## src/rtl/spi_burst_deserializer.sv

```systemverilog
// SPI read-burst deserializer: discards a command/address preamble, then emits
// NUM_WORDS byte-reordered words with index and strobes, flagging aborted bursts.
module spi_burst_deserializer #(
  parameter  int WORD_W     = 16,
  parameter  int NUM_WORDS  = 6,
  parameter  int SKIP_BITS  = 8,
  parameter  bit SWAP_BYTES = 1'b1,
  localparam int IDX_W      = (NUM_WORDS > 1) ? $clog2(NUM_WORDS) : 1
) (
  input  logic              spi_sck,
  input  logic              rst_n,
  input  logic              spi_cs,
  input  logic              spi_miso,
  output logic [WORD_W-1:0] word_out,
  output logic [IDX_W-1:0]  word_idx,
  output logic              word_valid,
  output logic              burst_done,
  output logic              frame_error
);

  localparam int NB    = WORD_W / 8;
  localparam int BIT_W = $clog2(WORD_W);

  typedef enum logic [1:0] {IDLE, SKIP, SHIFT, DONE} state_e;

  state_e            state_q, state_d;
  logic [5:0]        skip_cnt_q, skip_cnt_d;
  logic [BIT_W-1:0]  bit_cnt_q, bit_cnt_d;
  logic [IDX_W-1:0]  word_cnt_q, word_cnt_d;
  logic [WORD_W-1:0] shift_q, shift_d;
  logic [WORD_W-1:0] word_out_q, word_out_d;
  logic [IDX_W-1:0]  word_idx_q, word_idx_d;
  logic              word_valid_q, word_valid_d;
  logic              burst_done_q, burst_done_d;
  logic              frame_error_q, frame_error_d;
  logic [WORD_W-1:0] shift_full;
  logic              capture;

  // The first received byte sits in the top bits of the shift register.
  function automatic logic [WORD_W-1:0] reorder(input logic [WORD_W-1:0] w);
    logic [WORD_W-1:0] r;
    r = w;
    if (SWAP_BYTES) begin
      for (int i = 0; i < NB; i++) r[8*i +: 8] = w[WORD_W-1-8*i -: 8];
    end
    return r;
  endfunction

  always_comb begin
    // NOTE: every signal gets a default first, so no path can infer a latch.
    state_d       = state_q;
    skip_cnt_d    = skip_cnt_q;
    bit_cnt_d     = bit_cnt_q;
    word_cnt_d    = word_cnt_q;
    shift_d       = shift_q;
    word_out_d    = word_out_q;
    word_idx_d    = word_idx_q;
    word_valid_d  = 1'b0;
    burst_done_d  = 1'b0;
    frame_error_d = frame_error_q;
    shift_full    = {shift_q[WORD_W-2:0], spi_miso};
    capture       = 1'b0;

    if (spi_cs) begin
      state_d    = IDLE;
      skip_cnt_d = '0;
      bit_cnt_d  = '0;
      word_cnt_d = '0;
      if (state_q == SKIP || state_q == SHIFT) frame_error_d = 1'b1;
    end else begin
      case (state_q)
        IDLE: begin
          if (SKIP_BITS == 0) begin
            capture = 1'b1;
            state_d = SHIFT;
          end else begin
            skip_cnt_d = 6'd1;
            state_d    = (SKIP_BITS == 1) ? SHIFT : SKIP;
          end
        end
        SKIP: begin
          skip_cnt_d = skip_cnt_q + 6'd1;
          if (skip_cnt_q == 6'(SKIP_BITS - 1)) state_d = SHIFT;
        end
        SHIFT:   capture = 1'b1;
        DONE:    ;
        default: state_d = IDLE;
      endcase

      // Counters are zero on leaving IDLE, so edge 0 can share this path.
      if (capture) begin
        shift_d   = shift_full;
        bit_cnt_d = bit_cnt_q + 1'b1;
        if (bit_cnt_q == BIT_W'(WORD_W - 1)) begin
          bit_cnt_d    = '0;
          word_out_d   = reorder(shift_full);
          word_idx_d   = word_cnt_q;
          word_valid_d = 1'b1;
          word_cnt_d   = word_cnt_q + 1'b1;
          if (word_cnt_q == IDX_W'(NUM_WORDS - 1)) begin
            burst_done_d  = 1'b1;
            frame_error_d = 1'b0;
            state_d       = DONE;
          end
        end
      end
    end
  end

  always_ff @(posedge spi_sck) begin
    // NOTE: sequential state uses non-blocking assignments only.
    if (!rst_n) begin
      state_q       <= IDLE;
      skip_cnt_q    <= '0;
      bit_cnt_q     <= '0;
      word_cnt_q    <= '0;
      shift_q       <= '0;
      word_out_q    <= '0;
      word_idx_q    <= '0;
      word_valid_q  <= 1'b0;
      burst_done_q  <= 1'b0;
      frame_error_q <= 1'b0;
    end else begin
      state_q       <= state_d;
      skip_cnt_q    <= skip_cnt_d;
      bit_cnt_q     <= bit_cnt_d;
      word_cnt_q    <= word_cnt_d;
      shift_q       <= shift_d;
      word_out_q    <= word_out_d;
      word_idx_q    <= word_idx_d;
      word_valid_q  <= word_valid_d;
      burst_done_q  <= burst_done_d;
      frame_error_q <= frame_error_d;
    end
  end

  assign word_out    = word_out_q;
  assign word_idx    = word_idx_q;
  assign word_valid  = word_valid_q;
  assign burst_done  = burst_done_q;
  assign frame_error = frame_error_q;

endmodule

```

## config.mk

```make
export PLATFORM = sky130hd
export DESIGN_NAME = spi_burst_deserializer
export DESIGN_NICKNAME = d
export VERILOG_FILES = /design/src/rtl/spi_burst_deserializer.sv
export SDC_FILE = /design/constraint.sdc
export NUM_CORES = 1
export LEC_CHECK = 0
export ABC_AREA = 0
export CAP_MARGIN = 20
export CORE_MARGIN = 8
export CORE_UTILIZATION = 35
export CTS_BUF_LIST = sky130_fd_sc_hd__clkbuf_8
export DETAILED_ROUTE_END_ITERATION = 12
export DONT_BUFFER_PORTS = 1
export GPL_ROUTABILITY_DRIVEN = 0
export GPL_TIMING_DRIVEN = 0
export PLACE_DENSITY = 0.52
export RECOVER_POWER = 100
export SLEW_MARGIN = 20
export SYNTH_ARGS = -nofsm -noshare
export SYNTH_HDL_FRONTEND = slang
export SYNTH_SLANG_ARGS = --single-unit
```

## constraint.sdc

```tcl
create_clock -name spi_sck -period 2.9 [get_ports spi_sck]
set_clock_uncertainty 0.2 [all_clocks]
set_input_delay 0.58 -clock spi_sck [delete_from_list [all_inputs] [get_ports spi_sck]]
set_output_delay 0.58 -clock spi_sck [all_outputs]
set_load 0.01 [all_outputs]
```

==> impl_summary.md, run 1 <==
Outcome
The run finished with clean final reports.

Clocking
The clock reaches the later pin of the worst-skew pair after a little under 0.3 ns. The number of instances resized during post-cts repair is 0. The clock sink total is 52. The clock transition at the registers of the reported paths is around 0.09 ns. The number of hold buffers added after cts is 0. The clock tree from TritonCTS is yes. In this run the post-CTS setup repair buffer count came out at 0. Counting the buffers created by CTS gives 5.

The H-tree generated during clock tree synthesis spans 2 levels. Counting along the longest clock path gives a buffer depth of 2. In this run the clock root is driven by a clkbuf_8.

Worst setup path
The sort of element at the start of the critical path is a flop. The maximum fanout encountered on the critical timing path is 10. Data arrives at the worst endpoint at around 2.2 ns.

STA classifies the critical path endpoint as a flop. The critical path is of the reg2reg type. The required time at the endpoint of the critical path is ~2.9 ns.

Synthesis
The synthesized design devotes to its leading area cell type a little under 50% of total area. Summing the areas of all compound-gate instances in the mapped netlist gives about a fifth of the synthesized area. Of the total synthesized cell area, the portion taken by AND, OR, NAND and NOR gates is between 10% and 20%. Among all flip-flop cells after synthesis, the most frequent one is dfxtp_1. Counting every instance in the synthesized netlist gives 244. The fraction of registers with async set or reset after synthesis is 0%. In the post-synthesis netlist, the biggest area contributors are dfxtp_1 48%, a21oi_1 8.8%, nand2_1 6.3%, o21ai_0 4.9%, ha_1 4.1%.

The number of nets in the synthesized netlist is ~260. Counting distinct cell types in the post-synthesis netlist gives 38. Of the total synthesized cell area, the portion taken by full adders, half adders and majority gates is roughly 4.1%. The combinational family with the most area after synthesis is simple AND/OR/NAND/NOR gates. The mapped netlist covers about 2200 µm². The largest total area in the synthesized netlist belongs to dfxtp_1. Of the total synthesized cell area, the portion taken by XOR and XNOR cells is approximately 1.6%. The sequential fraction of the synthesis area is ~48%. The average instance area after synthesis is between 8 and 9 µm². During synthesis, Yosys emitted a total of 0 warnings.

The synthesized design contains 0 enable-type register cells. The mux cell area share after synthesis is less than 1%. The total of flip-flops plus latches after synthesis is between 50 and 60.

Worst hold path
The class of the tightest hold or removal check is in2reg.

Routing
After the first detailed-routing iteration, the DRC count stood at 41. The final layout contains routed wiring with a total length of approximately 4600 µm. The routed via count divided by cell count is 4.96. The routed via count is between 1500 and 2000. The number of nets with antenna violations after detailed routing is 0. Dividing the detail-routed wire length by the instance count gives 14.0 µm. Before antenna repair, the detailed router went through 4 iterations. The number of design rule violations left after detail routing is 0.

Timing
The total setup violations reported at the end of the flow is 0. The final clock period utilization by the worst path is just under 80%. The worst max-slew margin expressed relative to the limit is 65.1%.

Derived from the worst setup path, the maximum achievable clock frequency is ~0.44 GHz. The final max-slew violation count is 0. The worst path needs roughly 2.3 ns of the cycle, external delays included. Setup repair after global routing left no endpoint under its margin. At the pin with the least slew margin, the transition time is approximately 0.52 ns. The number of hold violations in the final report is 0. The final worst hold slack is between 0.2 and 0.25 ns. Adding up every negative setup slack in the final design gives 0 ns.

Global route
The number of global-route vias before repair is between 1500 and 2000. The global-route total usage across every layer is roughly 11%. The leftover overflow at the end of global routing is 0.

The global-route wire length before repair is around 7700 µm. The pin count of the biggest net entering global routing is 16. The number of antenna violations at the first check in global routing came to 0.

Layout
The growth of design area from synthesis to finish is 7.15%. The fraction of layout cells with a size suffix above 1 is 10.3%. The layout net count is roughly 260. The fill cell instance count of the final layout is 633. The number of antenna diodes in the final layout is 0.

Die
The starting density of the core is between 30% and 40%. The core area is between 5000 and 6000 µm². The number of top-level design ports is 26. The floorplan has 28 rows.

In this run the vertical extent of the chip is between 90 and 100 µm. The overall die area is between 8000 and 9000 µm². The chip width is about 94 µm.

Place
The HPWL after detailed placement is ~3200 µm. In this run the tool buffered the top-level ports with 0 buffer cells.

Pwr
The maximum vdd ir drop is approximately 0.23 mV. The areal power density over the cells is ~510 nW/µm². Summed over all cells, the static leakage comes to around 0.00073 µW.

Job
Max-cap violations in this run came to 0.
-- routing by layer --
metal	routed length [µm]	share of wire (%)	vias up	track usage (%)
li1	-	-	856	-
met1	2360	52	737	14.8
met5	0	0	-	0
met4	18	0.39	0	2.38
met3	316	6.9	2	4.13
met2	1870	41	27	15.6
-- placed cells by master, fill, tap and decap left out, types with 2 or more instances in the layout --
| cell type | n |
|---|---|
| ha_1 | 7 |
| clkinv_2 | 2 |
| or3_1 | 2 |
| dfxtp_1 | 52 |
| xor2_1 | 2 |
| a21oi_2 | 3 |
| nor2_1 | 5 |
| a211oi_1 | 4 |
| inv_1 | 6 |
| nand3_2 | 5 |
| and2b_1 | 2 |
| nor3_1 | 4 |
| buf_2 | 3 |
| clkbuf_1 | 11 |
| nand2b_1 | 2 |
| nand2_1 | 36 |
| nand4_1 | 3 |
| a21oi_1 | 40 |
| xnor2_1 | 2 |
| o21ai_0 | 22 |
| clkbuf_8 | 6 |
| nand3_1 | 17 |
-- worst max-delay path, cell delays in order, from the launching register on --
cell      delay, ns
dfxtp_1        0.41
ha_1           0.17
clkbuf_1       0.37
nand4_2        0.28
clkbuf_1       0.30
nor4_1         0.39
-- cell type report --
cell class	count	area [µm²]	share of cell area (%)
Sequential cell	52	1040	45.1
Clock buffer	6	82.6	3.58
Inverter	7	26.3	1.14
Clock inverter	2	10.0	0.434
Buffer	17	90.1	3.90
Multi-Input combinational cell	168	963	41.8
Tap cell	75	93.8	4.07
-- logic make-up after synthesis --
family	after synthesis
buffers and inverters	24
DFF	52
muxes	2
AOI/OAI and AO/OA	73
adders and majority gates	7
xor gates and xnor gates	4
and+or+nand+nor	82
-- Yosys cell counts (3+ instances only) --
master / number
nor3_1: 4
a211oi_1: 3
dfxtp_1: 52
buf_4: 3
inv_1: 6
nor2_1: 5
nand2_1: 36
nand4_1: 3
a21oi_2: 5
o21ai_0: 21
ha_1: 7
nand3_1: 15
nand3_2: 7
buf_2: 5
clkbuf_1: 7
a21oi_1: 38
-- metrics by stage --
| stage | cell area [µm²] | power, µW | worst slack, ns | cells | util (%) |
|---|---|---|---|---|---|
| floorplan | 2150 | 765 | 1.26 | 244 | - |
| global placement | 2250 | 776 | 0.960 | 319 | 38.0 |
| detailed placement | 2250 | 777 | 0.965 | 319 | 38.0 |
| CTS | 2340 | 1200 | 0.942 | 327 | 39.5 |
| global route | 2310 | 1220 | 0.460 | 327 | 39.0 |
| finish | 2310 | 1170 | 0.646 | 327 | 39.0 |
-- state kept, by name, summed over array words and instances (netlist names) --
| register | flops |
|---|---|
| skip_cnt_q | 6 |
| word_cnt_q | 3 |
| word_out | 16 |
| state_q | 2 |
| burst_done | 1 |
| word_idx | 3 |
| bit_cnt_q | 4 |
| word_valid | 1 |
| frame_error | 1 |
| shift_q | 15 |
-- path summary, 6_finish.rpt --
kind / startpoint / end / slack, ns / cells past startpoint
worst max register to register: state_q[1]$_SDFF_PP0_ / burst_done$_SDFF_PP0_ / 0.65 / 5
worst max-delay path: state_q[1]$_SDFF_PP0_ / burst_done$_SDFF_PP0_ / 0.65 / 5
worst min register to register: shift_q[14]$_SDFFE_PN0P_ / shift_q[14]$_SDFFE_PN0P_ / 0.27 / 2
worst min-delay path: spi_miso / shift_q[0]$_SDFFE_PN0P_ / 0.22 / 2
-- power breakdown --
part	total (µW)	switching [µW]	leakage (µW)	internal [µW]
clock	415	224	0.0000510	191
sequential	719	2.98	0.000419	716
combinational	39.4	29.3	0.000261	10.1
(Power assumes the default switching activity.)
==> run 2: changes to the inputs <==
==> constraint.sdc (replaced) <==
create_clock -name spi_sck -period 2.3 [get_ports spi_sck]
set_clock_uncertainty 0.2 [all_clocks]
set_input_delay 0.46 -clock spi_sck [delete_from_list [all_inputs] [get_ports spi_sck]]
set_output_delay 0.46 -clock spi_sck [all_outputs]
set_load 0.01 [all_outputs]
==> run 2 against run 1 <==
Against the previous run: sequential power grew 26%; wire length is essentially flat; final area grew 0.71%; sequential share of layout area shrank 0.32 points; register-to-register slack lost 0.30 ns; highest routed layer unchanged; first-iteration DRC count grew 24%; total power grew 26%; global-route usage is the same.
==> impl_summary.md, run 2 (synthesis results as in run 1) <==
Worst setup path
The slowest cell on the critical path is dfxtp_1. The number of cell instances on the worst register-to-register path is 7 (+2). STA classifies the critical path startpoint as a flop. The maximum fanout encountered on the critical timing path came to 10 (unchanged). The signal on the critical path passes through inv_1 > ha_1 > buf_4 > nand4_2 > clkbuf_1 > o21ai_0 > a21oi_2. The peak per-stage delay on the critical path is 0.38 ns (-0.03 ns). The number of gates on the worst path with buffers counted is 7 (+2).

The worst setup path is captured at a flop. The buffers plus inverters on the worst setup path is 3 (+1). The required time at the endpoint of the critical path is 2.33 ns (-0.54 ns). The worst setup path is of the reg2reg kind. The arrival time of data at the critical path endpoint is 1.98 ns (-0.24 ns). Grouping stages by cell kind, the critical path spends the most delay in buffers and inverters.

Clocking
The post-CTS setup buffer count is 0 (unchanged). The total clock buffers created by CTS is 5 (unchanged). The clock sink total is 52 (unchanged). The maximum number of buffers from clock root to sink was 2 (unchanged).

The number of hold buffers added after cts is 0 (unchanged). The clock tree from TritonCTS is yes. The clock network latency to the later pin of the worst-skew pair is 0.29 ns (about the same). The clock transition at the registers of the reported paths was 0.09 ns (about the same). The number of instances resized during post-cts repair is 0 (unchanged). The cell sitting at the root of the clock tree is a clkbuf_8. The depth of the CTS H-tree is 2 (unchanged).

Routing
The number of design rule violations left after detail routing is 0 (unchanged). The number of detailed-route iterations in the first pass was 4 (unchanged). The average wire length per cell after detail routing is 14.0 µm (about the same). The routed via count divided by cell count is 4.97 (+0.12%).

The routed via count is 1624 (+0.12%). The number of nets with antenna violations after detailed routing was 0 (unchanged). The sum of routed wire length over all layers was 4570 µm (about the same). The number of design-rule violations left by the first detailed-router iteration is 51 (+24%).

Pwr
The switching power total was 325 µW (+27%). The sum of internal, switching and leakage power is 1480 µW (+26%). The internal power is 1160 µW (+26%).

The switching power as a share of total power is 21.9% (+0.069 points). The fraction of power consumed by sequential logic came to 61.2% (about the same). The leakage dissipation is 0.000740 µW (+1.1%). The power share of the combinational group is 3.4% (about the same). The clock power share is 35.4% (about the same). The areal power density over the cells is 637 nW/µm² (+25%). The maximum vdd ir drop came to 0.292 mV (+26%).

Timing
The actual transition at the worst max-transition pin is 0.591 ns (+0.0671 ns). The achievable frequency was 0.512 GHz (+15%). The setup TNS came to 0 ns (unchanged). The number of hold violations in the final report is 0 (unchanged). The worst max-slew margin expressed relative to the limit is 60.6% (-4.5 points).

The worst path setup slack after routing is 0.346 ns (-0.299 ns). The total setup violations reported at the end of the flow is 0 (unchanged). The final clock period utilization by the worst path came to 84.9% (+7.2 points).

Setup repair after global routing left no endpoint under its margin. The minimum clock period after layout is 1.95 ns (-0.301 ns). The final max-slew violation count is 0 (unchanged).

Layout
The number of flip-flops in the largest register is 16 (unchanged). The most frequent standard cell in the layout excluding fill and tap cells is dfxtp_1. The layout net count came to 262 (unchanged). The fraction of layout cells with a size suffix above 1 is 11.9% (+1.6 points). The final standard cell area without fillers is 2320 µm² (+0.71%). Compared with the post-synthesis result, the final layout area differs by 7.90%. In the layout the commonest cells are 52 x dfxtp_1, 38 x a21oi_1, 36 x nand2_1. The number of diodes added for antenna fixing is 0 (unchanged).

Die
The overall die area was 8920 µm² (unchanged). The number of top-level design ports came to 26 (unchanged). The die height is 94.4 µm (unchanged). The core area is 5920 µm² (unchanged). The starting density of the core is 36.4% (unchanged). The cell row count is 28 (unchanged). The chip width is 94.4 µm (unchanged).

Global route
The pin count of the biggest net entering global routing came to 16 (unchanged). The number of global-route vias before repair is 1567 (unchanged). The global-route total usage across every layer is 10.8% (unchanged). The number of antenna violations at the first check in global routing came to 0 (unchanged). The leftover overflow at the end of global routing was 0 (unchanged).

The global-route wire length before repair is 7750 µm (unchanged).

Place
The post-placement cell area is 2250 µm² (unchanged). The detailed-placement wirelength estimate is 3230 µm (unchanged). The number of I/O port buffers came to 0 (unchanged). The placement-stage worst setup slack is 0.365 ns (-0.600 ns).

Worst hold path
The class of the tightest hold or removal check is in2reg. The depth of the worst hold-timing path is 2 (unchanged).

Job
The number of max-cap violations is 0 (unchanged).

Outcome
The run finished with clean final reports.
==> run 2: worst paths after layout <==
path                                  from                         to  slack, ns
hold reg to reg   shift_q[14]$_SDFFE_PN0P_   shift_q[14]$_SDFFE_PN0P_       0.27
hold / removal                    spi_miso    shift_q[0]$_SDFFE_PN0P_       0.09
setup / recovery     state_q[0]$_SDFF_PP0_  word_out[12]$_SDFFE_PN0P_       0.35
setup reg to reg     state_q[0]$_SDFF_PP0_  word_out[12]$_SDFFE_PN0P_       0.35
==> run 2: layer usage <==
metal  wire (µm)  vias up  part of all wire (%)  track usage, %
met5           0        -                     0               0
met1        2370      738                    52            14.8
met2        1860       27                    41            15.6
met4          18        0                  0.39            2.38
li1            -      857                     -               -
met3         316        2                   6.9            4.13
==> run 2: final cells by class <==
cell class              instances  area, µm²
inverters                       7       26.3
multi-input cells             168        976
flip-flops and latches         52       1040
well taps                      75       93.8
fillers                       629       3600
clock buffers                   6       82.6
clock inverters                 2       10.0
plain buffers                  17       93.8
==> run 2: through the flow <==
step,util (%),std cells,hold WS [ns]
5_1_grt,39.2,327,0.0928
4_1_cts,39.5,327,0.0796
3_3_place_gp,38.0,319,0.243
6_report,39.2,327,0.0950
2_1_floorplan,-,244,0.237
3_5_place_dp,38.0,319,0.250
==> run 2: power by group through the flow <==
stage               logic (µW)  clock network, µW  registers (µW)
finish                    50.2                524             906
global route              56.9                575             907
detailed placement        51.4                  0             928
floorplan                 37.6                  0             927
global placement          51.0                  0             928
CTS                       51.4                550             907
==> run 3: changes to the inputs <==
==> constraint.sdc (replaced) <==
create_clock -name spi_sck -period 1.9 [get_ports spi_sck]
set_clock_uncertainty 0.2 [all_clocks]
set_input_delay 0.38 -clock spi_sck [delete_from_list [all_inputs] [get_ports spi_sck]]
set_output_delay 0.38 -clock spi_sck [all_outputs]
set_load 0.01 [all_outputs]
==> run 3 against run 2 <==
Against the previous run: die area stayed put; sequential share of layout area fell by 0.99 points; final cell count is 0.31% higher; wire length increased by 0.37%; hold slack got worse by 0.055 ns; non-clock buffer count up 1; register-to-register slack got worse by 0.22 ns; total power is 22% higher; clock power up 22%; first-iteration DRC count decreased by 7.8%; fmax rose by 10%; largest cell class unchanged.
==> impl_summary.md, run 3 (synthesis results as in run 1) <==
Outcome
The flow ran to the end, and the final reports show no timing, DRC or antenna violations.

Clocking
The maximum number of buffers from clock root to sink is 2 (unchanged). The clock transition at the registers of the reported paths is 0.09 ns (about the same). The clock sink total was 52 (unchanged). The post-CTS setup buffer count is 0 (unchanged). The clock network latency to the later pin of the worst-skew pair was 0.29 ns (about the same). The depth of the CTS H-tree was 2 (unchanged). TritonCTS built the clock tree.

The clock root buffer master is clkbuf_8. The total clock buffers created by CTS is 5 (unchanged).

Pwr
The sum of internal, switching and leakage power is 1800 µW (+22%). The leakage dissipation is 0.000768 µW (+3.8%). The areal power density over the cells was 757 nW/µm² (+19%). The maximum vdd ir drop was 0.358 mV (+23%).

Worst hold path
The startpoint identified for the worst hold timing path is spi_miso. The class of the tightest hold or removal check is in2reg.

Worst setup path
The arrival time of data at the critical path endpoint is 1.74 ns (-0.24 ns). The worst flop-to-flop path startpoint is state_q[1]$_SDFF_PP0_. The kind of cell adding the most delay to the critical path is flip-flops. STA classifies the critical path startpoint as a flop. The start point of the critical path is state_q[1]$_SDFF_PP0_. The maximum fanout encountered on the critical timing path came to 10 (unchanged). The critical path is of the reg2reg type. The setup slack on the worst flop-to-flop path came to 0.12 ns (-0.22 ns). The number of gates on the worst path with buffers counted is 6 (-1). The required time at the endpoint of the critical path came to 1.86 ns (-0.47 ns). The buffers plus inverters on the worst setup path is 2 (-1).

The capture point of the worst reg-to-reg path is word_out[11]$_SDFFE_PN0P_. The worst setup path endpoint is word_out[11]$_SDFFE_PN0P_. Traced cell by cell, the critical path runs through ha_1 > buf_6 > nand4_4 > clkbuf_2 > o21ai_0 > a21oi_2. The number of cell instances on the worst register-to-register path is 6 (-1).

For this design, the slowest cell found on the critical path is dfxtp_1. The kind of end point of the critical path is a flop. The peak per-stage delay on the critical path is 0.42 ns (+0.04 ns).

Timing
The achievable frequency is 0.563 GHz (+10%). The minimum clock period after layout is 1.78 ns (-0.178 ns). The final max-slew violation count is 0 (unchanged).

Setup repair after global routing left no endpoint under its margin. The worst max-slew margin expressed relative to the limit is 60.3% (-0.36 points). The number of hold violations in the final report is 0 (unchanged). The total setup violations reported at the end of the flow is 0 (unchanged). The setup TNS is 0 ns (unchanged).

The actual transition at the worst max-transition pin is 0.596 ns (+0.00545 ns). The final clock period utilization by the worst path was 93.5% (+8.5 points).

Global route
The global-route wire length before repair is 7790 µm (+0.54%). The number of antenna violations at the first check in global routing is 0 (unchanged). The number of global-route vias before repair is 1576 (+0.57%). The global-route total usage across every layer is 10.8% (+0.033 points). The leftover overflow at the end of global routing is 0 (unchanged). The pin count of the biggest net entering global routing is 16 (unchanged).

Place
The detailed-placement wirelength estimate is 3230 µm (unchanged). The number of I/O port buffers was 0 (unchanged). The post-placement cell area was 2250 µm² (unchanged).

Layout
The layout net count was 263 (+0.38%). The growth of design area from synthesis to finish is 10.3%. The fill cell instance count of the final layout was 620 (-1.4%). The fraction of layout cells with a size suffix above 1 is 15.0% (+3.1 points).

The number of flip-flops in the largest register is 16 (unchanged). The final standard cell area without fillers is 2380 µm² (+2.3%). The number of diodes added for antenna fixing is 0 (unchanged). The fraction of the core area covered by cells at the end of the flow is 40.1% (+0.89 points).

Leaving out fill and tap cells, the most frequent cell in the layout is dfxtp_1. Leaving out fill and tap cells, the most frequent cells in the layout are 52 x dfxtp_1, 38 x a21oi_1, 36 x nand2_1.

Routing
The average wire length per cell after detail routing is 14.0 µm (about the same). The number of design rule violations left after detail routing is 0 (unchanged). The number of nets with antenna violations after detailed routing is 0 (unchanged). The routed via count divided by cell count is 4.98 (+0.19%). The number of design-rule violations left by the first detailed-router iteration is 47 (-7.8%).

The routed via count is 1632 (+0.49%). The number of detailed-route iterations in the first pass is 4 (unchanged). The sum of routed wire length over all layers is 4590 µm (+0.37%).

Die
The chip width is 94.4 µm (unchanged). The overall die area is 8920 µm² (unchanged). The starting density of the core is 36.4% (unchanged). The number of top-level design ports is 26 (unchanged). The core area is 5920 µm² (unchanged).

The die height is 94.4 µm (unchanged). The cell row count is 28 (unchanged).

Job
The number of max-cap violations came to 0 (unchanged).
[run 3: cell types whose count changed in the layout (fill, tap and decap cells not counted), sizes merged]
cell	change
buf	+1
dlygate4sd3	+1
clkbuf	-1
[run 3: worst min-delay path by stage]
stage | to | slack, ns | cells after the start
final | word_out[8]$_SDFFE_PN0P_ | 0.04 | 2
after detailed placement | shift_q[14]$_SDFFE_PN0P_ | 0.25 | 2
after global routing | word_out[8]$_SDFFE_PN0P_ | 0.05 | 2
after floorplan | shift_q[14]$_SDFFE_PN0P_ | 0.24 | 2
after CTS | word_out[8]$_SDFFE_PN0P_ | 0.02 | 2
after global placement | shift_q[14]$_SDFFE_PN0P_ | 0.24 | 2
[run 3: power breakdown]
group          switching (µW)  internal, µW  total [µW]
clock network             347           291         638
logic                    46.7          17.5        64.1
registers                4.60          1090        1100
total                     398          1400        1800
[run 3: worst register-to-register path, cell delays in order, from the launching register on]
cell,delay [ns]
dfxtp_1,0.42
ha_1,0.19
buf_6,0.15
nand4_4,0.13
clkbuf_2,0.24
o21ai_0,0.23
a21oi_2,0.08
[run 3: what timing repair did]
action | CTS | global route
cloned | 0 | 0
pin swaps | 0 | 0
hold buffers | 1 | 0
setup endpoints to repair | 18 | 29
endpoints found under the hold margin | 1 | 0
resized for setup | 3 | 14
[run 3: per-stage QoR]
step,hold slack [ns],std cells,setup WS [ns]
floorplan,0.237,244,0.265
global placement,0.243,319,-0.0400
detailed placement,0.250,319,-0.0350
CTS,0.0176,328,0.0358
global route,0.0456,328,0.0121
finish,0.0399,328,0.124
[run 3: layer usage]
| layer | global-route usage [%] | up-vias | wire (µm) |
|---|---|---|---|
| met5 | 0 | - | 0 |
| met2 | 15.6 | 27 | 1870 |
| li1 | - | 861 | - |
| met1 | 14.8 | 742 | 2370 |
| met3 | 4.13 | 2 | 323 |
| met4 | 2.38 | 0 | 18 |
[run 3: area by class of cell]
type / count / area (µm²) / share of cell area, %
timing repair buffer: 1 / 10.0 / 0.421
buffer: 17 / 114 / 4.79
clock buffer: 6 / 82.6 / 3.48
clock inverter: 2 / 10.0 / 0.421
multi-input combinational: 168 / 998 / 42.0
sequential: 52 / 1040 / 43.8
inverter: 7 / 26.3 / 1.11
tap: 75 / 93.8 / 3.95
